### config.mk
export PLATFORM = sky130hd
export DESIGN_NAME = sobel_mem_scheduler
export DESIGN_NICKNAME = d
export VERILOG_FILES = /design/src/rtl/sobel_mem_scheduler.sv
export SDC_FILE = /design/constraint.sdc
export NUM_CORES = 1
export LEC_CHECK = 0
export ABC_AREA = 1
export ABC_CLOCK_PERIOD_IN_PS = 1700
export BUFFER_PORTS_ARGS = -buffer_cell sky130_fd_sc_hd__buf_2
export CAP_MARGIN = 20
export CORE_MARGIN = 4
export CORE_UTILIZATION = 48
export CTS_CLUSTER_DIAMETER = 200
export DETAILED_ROUTE_END_ITERATION = 8
export MAX_ROUTING_LAYER = met4
export PLACE_DENSITY = 0.79
export SYNTH_ARGS = -nofsm -noshare
export SYNTH_HDL_FRONTEND = slang
export SYNTH_SLANG_ARGS = --single-unit
### constraint.sdc
create_clock -name i_clk -period 1.7 [get_ports i_clk]
set_input_delay 0.085 -clock i_clk [delete_from_list [all_inputs] [get_ports i_clk]]
set_output_delay 0.085 -clock i_clk [all_outputs]
set_load 0.05 [all_outputs]
### src/rtl/sobel_mem_scheduler.sv
// Memory port scheduler for the Sobel pipeline.
// Arbitrates round-robin between window-fetch reads and gradient writebacks,
// latches the granted request, drives the port block, waits out busy, and
// returns a one-cycle ack. A sticky stall flag reports accesses stuck too long.
module sobel_mem_scheduler #(
  parameter int unsigned ADDR_W     = 8,
  parameter int unsigned DATA_W     = 8,
  parameter int unsigned BUSY_LIMIT = 16
) (
  input  logic              i_clk,
  input  logic              i_n_rst,
  input  logic              i_rd_req,
  input  logic [ADDR_W-1:0] i_rd_addr,
  output logic              o_rd_ack,
  output logic [DATA_W-1:0] o_rd_data,
  input  logic              i_wr_req,
  input  logic [ADDR_W-1:0] i_wr_addr,
  input  logic [DATA_W-1:0] i_wr_data,
  output logic              o_wr_ack,
  input  logic              i_busy,
  input  logic              i_read_data_done,
  input  logic [DATA_W-1:0] i_data_r_o,
  input  logic              i_write_done,
  output logic              o_start_read,
  output logic              o_start_write,
  output logic [ADDR_W-1:0] o_addr_r_mc,
  output logic [ADDR_W-1:0] o_addr_w_mc,
  output logic [DATA_W-1:0] o_data_w,
  output logic              o_stall_err
);

  localparam int unsigned      CntW   = $clog2(BUSY_LIMIT + 1);
  localparam logic [CntW-1:0] CntMax = CntW'(BUSY_LIMIT);

  typedef enum logic [2:0] {
    StIdle,
    StIssueRd,
    StIssueWr,
    StAckRd,
    StAckWr
  } state_e;

  state_e            r_state;
  logic              r_last_wr;  // 1: most recent grant went to the write side
  logic [CntW-1:0]   r_busy_cnt;
  logic              r_rd_ack;
  logic [DATA_W-1:0] r_rd_data;
  logic              r_wr_ack;
  logic              r_start_read;
  logic              r_start_write;
  logic [ADDR_W-1:0] r_addr_r_mc;
  logic [ADDR_W-1:0] r_addr_w_mc;
  logic [DATA_W-1:0] r_data_w;
  logic              r_stall_err;

  logic              w_grant_rd;
  logic              w_grant_wr;
  logic              w_rd_cmp;
  logic              w_wr_cmp;
  logic [CntW-1:0]   w_cnt_next;

  // Round-robin: under contention the side that did not win last time is granted.
  assign w_grant_rd = i_rd_req & (~i_wr_req | r_last_wr);
  assign w_grant_wr = i_wr_req & (~i_rd_req | ~r_last_wr);

  // A completion reported while memory is still busy is not trusted.
  assign w_rd_cmp   = i_read_data_done & ~i_busy;
  assign w_wr_cmp   = i_write_done & ~i_busy;

  // Saturating busy counter increment.
  assign w_cnt_next = (r_busy_cnt == CntMax) ? r_busy_cnt : r_busy_cnt + CntW'(1);

  // Main FSM with registered Moore outputs; the address/data output registers
  // double as the request latches while in an ISSUE state.
  always_ff @(posedge i_clk) begin
    if (!i_n_rst) begin
      r_state       <= StIdle;
      r_last_wr     <= 1'b1;
      r_busy_cnt    <= '0;
      r_rd_ack      <= 1'b0;
      r_rd_data     <= '0;
      r_wr_ack      <= 1'b0;
      r_start_read  <= 1'b0;
      r_start_write <= 1'b0;
      r_addr_r_mc   <= '0;
      r_addr_w_mc   <= '0;
      r_data_w      <= '0;
      r_stall_err   <= 1'b0;
    end else begin
      r_rd_ack <= 1'b0;
      r_wr_ack <= 1'b0;
      case (r_state)
        StIdle: begin
          if (w_grant_rd) begin
            r_addr_r_mc  <= i_rd_addr;
            r_start_read <= 1'b1;
            r_last_wr    <= 1'b0;
            r_state      <= StIssueRd;
          end else if (w_grant_wr) begin
            r_addr_w_mc   <= i_wr_addr;
            r_data_w      <= i_wr_data;
            r_start_write <= 1'b1;
            r_last_wr     <= 1'b1;
            r_state       <= StIssueWr;
          end
        end
        StIssueRd: begin
          if (w_rd_cmp) begin
            r_rd_data    <= i_data_r_o;
            r_busy_cnt   <= '0;
            r_start_read <= 1'b0;
            r_addr_r_mc  <= '0;
            r_rd_ack     <= 1'b1;
            r_state      <= StAckRd;
          end else begin
            r_busy_cnt <= w_cnt_next;
            if (w_cnt_next == CntMax) r_stall_err <= 1'b1;
          end
        end
        StIssueWr: begin
          if (w_wr_cmp) begin
            r_busy_cnt    <= '0;
            r_start_write <= 1'b0;
            r_addr_w_mc   <= '0;
            r_data_w      <= '0;
            r_wr_ack      <= 1'b1;
            r_state       <= StAckWr;
          end else begin
            r_busy_cnt <= w_cnt_next;
            if (w_cnt_next == CntMax) r_stall_err <= 1'b1;
          end
        end
        StAckRd: r_state <= StIdle;
        StAckWr: r_state <= StIdle;
        default: r_state <= StIdle;
      endcase
    end
  end

  assign o_rd_ack      = r_rd_ack;
  assign o_rd_data     = r_rd_data;
  assign o_wr_ack      = r_wr_ack;
  assign o_start_read  = r_start_read;
  assign o_start_write = r_start_write;
  assign o_addr_r_mc   = r_addr_r_mc;
  assign o_addr_w_mc   = r_addr_w_mc;
  assign o_data_w      = r_data_w;
  assign o_stall_err   = r_stall_err;

endmodule

# After elaboration in Yosys (flattened, before gate mapping)
# Cells that the tools add are included.
[classes]
n_addsub = 1
n_mul = 0
div_mod_pow = 0
order_cmp = 0
n_eq_ne = 12
shift = 0
muxes = 33
bitwise = 10
n_reduce_logical = 13
[ops]
columns = ["operator", "count"]
rows = [
  ["two-way mux 8 bit", 7],
  ["case mux 8 bit (2 select lines)", 3],
  ["two-way mux 5 bit", 3],
  ["inequality test 2 bit, second input constant", 7],
  ["two-way mux 3 bit", 4],
  ["two-way mux 1 bit", 11],
  ["== test 5 bit, second input constant", 2],
  ["case mux 5 bit (2 select lines)", 1],
  ["case mux 3 bit (3 select lines)", 1],
  ["AND reduction 3 bit", 3],
  ["AND reduction 2 bit", 4],
  ["nonzero test 2 bit", 4],
  ["case mux 1 bit (2 select lines)", 3],
  ["adder 5 x 1 -> 5 bit, second input constant", 1],
  ["AND 1 bit", 4],
  ["NOT 1 bit", 4],
  ["AND reduction 4 bit", 1],
  ["== test 3 x 1 -> 1 bit, second input constant", 1],
  ["== test 3 x 2 -> 1 bit, second input constant", 1],
  ["logical NOT 3 bit", 1],
  ["inequality test 3 bit, second input constant", 1],
  ["OR 1 bit", 2],
]
[word_totals]
regBits = 46
latchBits = 0
mem_bits_rw = 0
rom_bits = 0
output_inout_bits = 37
mem_count = 0

# Logic depth before layout (Yosys ltp)
[depth]
depth_word = 6
mapped_depth = 11
depth_no_buf = 11

# Worst setup path after synthesis
# OpenSTA, ideal clock, no wires.
[synth_path]
path_type = "register -> register"
startpoint = "register r_state[1]"
endpoint = "register r_data_w[4], in the netlist o_data_w[4]"
setup_ns = 0.133
arrival_time_ns = 1.129
required_ns = 1.567
slack_ns = 0.437
path_stages_with_launch = 10
synth_period_minus_slack_ns = 1.263
path_cell_list = "dfxtp_1 -> nor2_2 -> nand2_2 -> inv_4 -> nand2_4 -> nand2_2 -> nand3_4 -> buf_8 -> nand2_2 -> a21oi_2"
[synth_via]
elab_chain_len = 3
word_cells_on_any_way = 8
classes_between = "4 x eq/ne; 1 x mux; 3 x reduce/logical"
[synth_lines]
columns = ["item", "line", "source"]
rows = [
  ["start, declared", "43", "state_e r_state;"],
  ["start signal, assigned", "77", "r_state <= StIdle;"],
  ["start signal, assigned", "98", "r_state <= StIssueRd;"],
  ["start signal, assigned", "104", "r_state <= StIssueWr;"],
  ["== test 3 x 2 -> 1 bit / logical NOT 3 bit (equally long branches)", "92", "case (r_state)"],
  ["inequality test 2 bit (no line) / nonzero test 2 bit (equally long branches)", "--", ""],
  ["AND reduction 4 bit (no line)", "--", ""],
  ["end signal, assigned", "101", "r_data_w <= i_wr_data;"],
  ["end, declared", "53", "logic [DATA_W-1:0] r_data_w;"],
]
# Parallel ways exist; a longest one is shown, timed or not.
# A chain may end at the register's enable or synchronous reset.

# Final worst setup path
[layout_path]
startpoint = "register r_state[1]"
endpoint = "register r_data_w[1], in the netlist o_data_w[1]"
# Same word-level chain as after synthesis.

==> results by group <==
STA
  • Period Utilization, post-route: 82.3%
  • Final WS setup: 0.301 ns
  • RSZ-0062 raised after global routing: no
  • Clock skew: 0.00582 ns
  • TNS Setup: 0 ns
  • Fmax: 715 MHz
  • Final setup fails: 0
  • Slew HR: 72.8%
  • Tightest hold margin: 0.0310 ns
  • Final Max Slew Viols: 0
  • Worst slew pin tran: 0.407 ns
  • Final period demand of the worst path: 1.40 ns
  • Hold Vio Cnt, Final: 0

Routing
  • Pre-antenna DRT Iters: 4
  • Avg WL per Cell: 11.2 um
  • Routed vias: 1783
  • Initial DRC count: 130
  • Post-route DRC: 0
  • Final wirelength: 4200 um
  • Antenna Nets Post-Route: 0
  • Vias/cell: 4.77

GRT
  • Global-route wire length before repair: 6940 um
  • GRT Total Usage: 17.1%
  • Number of global-route vias before repair: 1603
  • Grt ovf: 0
  • Initial antenna violation count: 0
  • Largest net degree at the start of global routing: 23

Die
  • Initial core utilization: 51.2%
  • Die X: 71.4 um
  • Area of the core: 3770 um2
  • Row cnt: 22
  • Total die area: 5100 um2
  • Ports: 76
  • DIE HEIGHT: 71.4 um

Worst setup path
  • Critical path arrival: 1.57 ns
  • Worst setup SP type: register
  • CP Max Fanout: 17
  • Worst path required time: 1.87 ns
  • CP Class: register to register
  • CP endpoint kind: register

Synthesis
  • Yosys top cell by area: dfxtp_1
  • Yosys warning total: 0
  • Synth unique cells: 27
  • Synth area leaders: dfxtp_1, nand2_1, nand3_1, a21oi_1, nor2_1
  • Syn Nets: 289
  • Flops & latches, synth: 46
  • Syn Area/Cell: 7.78 um2
  • Register area share after synthesis: 47.7%
  • Post-Synthesis Cells: 248
  • Post-Syn Area: 1930 um2
  • Area share of the largest cell type after synthesis: 47.7%

Placement
  • Final RePlAce weighted congestion: 0.837
  • DP Worst Slack: 0.306 ns
  • I/O Buffers: 75
  • Dpl hpwl: 3210 um
  • Placed Cells: 367

Finish
  • Syn-to-layout area delta: 25.9%
  • Layout fillers: 343
  • Most frequent cells in the layout: buf_2, nand2_1, dfxtp_1
  • Finished Layout Cells: 374
  • Diodes inserted: 0
  • Final nets: 367
  • Most common cell after layout, fill and taps aside: buf_2
  • Fraction of layout cells with a size suffix above 1: 36.5%

Clocking
  • Number of setup buffers added after CTS: 0
  • Post-CTS Hold Fix Bufs: 0
  • Sink Count: 46
  • CTS-repair resized insts: 0
  • CTS Root Cell: clkbuf_8
  • CTS tree: yes
  • Cts bufs inserted: 5
  • Bufs on Longest Clock Path: 2
  • Worst skew pair latency: 0.29 ns
  • CTS clk-pin slew, worst paths: 0.08 ns
  • CTS HTree Levels: 2

Power and ir drop
  • Gate power share: 31.5%
  • Psw: 1.02 mW
  • Maximum vdd drop: 0.647 mV
  • P_leak: 1.15 nW
  • Sequential Power Share: 45.6%
  • Int Pwr: 1.70 mW
  • Switch share: 37.6%
  • P per Cell Area: 1120 nW/um2
  • Clock power frac: 22.9%

Status
  • Status: finished, final reports clean

Min path
  • HP Class: input pin to register

Flow run
  • Max-cap viol count: 0
## registers in the layout (all words and copies together), names as in the netlist
register       flops
r_last_wr          1
o_stall_err        1
r_state            3
r_busy_cnt         5
o_start_read       1
o_start_write      1
o_wr_ack           1
o_addr_w_mc        8
o_rd_data          8
o_rd_ack           1
o_addr_r_mc        8
o_data_w           8
## power by group through the flow
| stage | sequential, mW | combinational [mW] | clock [mW] |
|---|---|---|---|
| after floorplan | 1.53 | 0.414 | 0 |
| after global placement | 1.26 | 0.851 | 0 |
| after detailed placement | 1.27 | 0.862 | 0 |
| after CTS | 1.24 | 0.863 | 0.642 |
| after global routing | 1.26 | 0.936 | 0.675 |
| final | 1.24 | 0.857 | 0.623 |
## per-layer routing
metal | vias up | global-route usage, % | share of wire, %
met3 | 7 | 4.49 | 6.7
met5 | - | - | 0
met1 | 775 | 23.1 | 49
met4 | 0 | 5.64 | 1.4
li1 | 949 | - | -
met2 | 52 | 24.7 | 43
## cell families (layout without fill, tap and decap cells)
group | Yosys count | after routing | synth area share (%)
AO/OA/AOI/OAI | 44 | 44 | 13.5
adder cells (fa/ha/maj) | 2 | 2 | 1.30
AND/OR/NAND/NOR | 123 | 123 | 29.6
flip-flops | 46 | 46 | 47.7
XOR/XNOR | 1 | 1 | 0.454
buffers and inverters | 32 | 110 | 7.39
## worst max-delay path, cell delays in order, from the launching register on
cell and delay, ns:
dfxtp_1 0.35, nor2_2 0.14, nand2_2 0.09, inv_4 0.12
nand2_4 0.08, nand2_2 0.08, nand3_4 0.21, nand2_1 0.13
a21oi_1 0.06
## final cells by class
| class | count | area (um2) | share of cell area [%] |
|---|---|---|---|
| inverters | 23 | 90.1 | 3.71 |
| multi-input cells | 170 | 866 | 35.6 |
| well taps | 48 | 60.1 | 2.47 |
| repair buffers | 80 | 413 | 17.0 |
| clock inverters | 1 | 7.51 | 0.309 |
| flip-flops and latches | 46 | 921 | 37.9 |
| clock buffers | 6 | 72.6 | 2.99 |
## final timing paths
check                           cells after the start                         to                startpoint  slack (ns)
worst max-delay path                                8   o_data_w[1]$_SDFFE_PN0P_   r_state[1]$_SDFFE_PN0P_        0.30
worst max register to register                      8   o_data_w[1]$_SDFFE_PN0P_   r_state[1]$_SDFFE_PN0P_        0.30
worst min register to register                      2   o_stall_err$_SDFFE_PN0P_  o_stall_err$_SDFFE_PN0P_        0.45
worst min-delay path                                3  o_rd_data[5]$_SDFFE_PN0P_             i_data_r_o[5]        0.03
## synth_stat cells (all sizes together)
cell type,instances
ha,2
nand2,61
a211oi,1
nand4,1
dfxtp,46
o21ai,9
inv,22
clkinv,1
buf,6
xor2,1
or2,1
a21oi,34
nor2,32
nand3,28
clkbuf,3
## per-stage QoR
step / utilization [%] / instance area (um2) / power, mW
CTS: 64.4 / 2430 / 2.75
detailed placement: 62.3 / 2350 / 2.13
floorplan: - / 1930 / 1.94
global route: 64.4 / 2430 / 2.87
global placement: 62.3 / 2350 / 2.11
finish: 64.4 / 2430 / 2.72
Power figures use the tool's default switching activity.
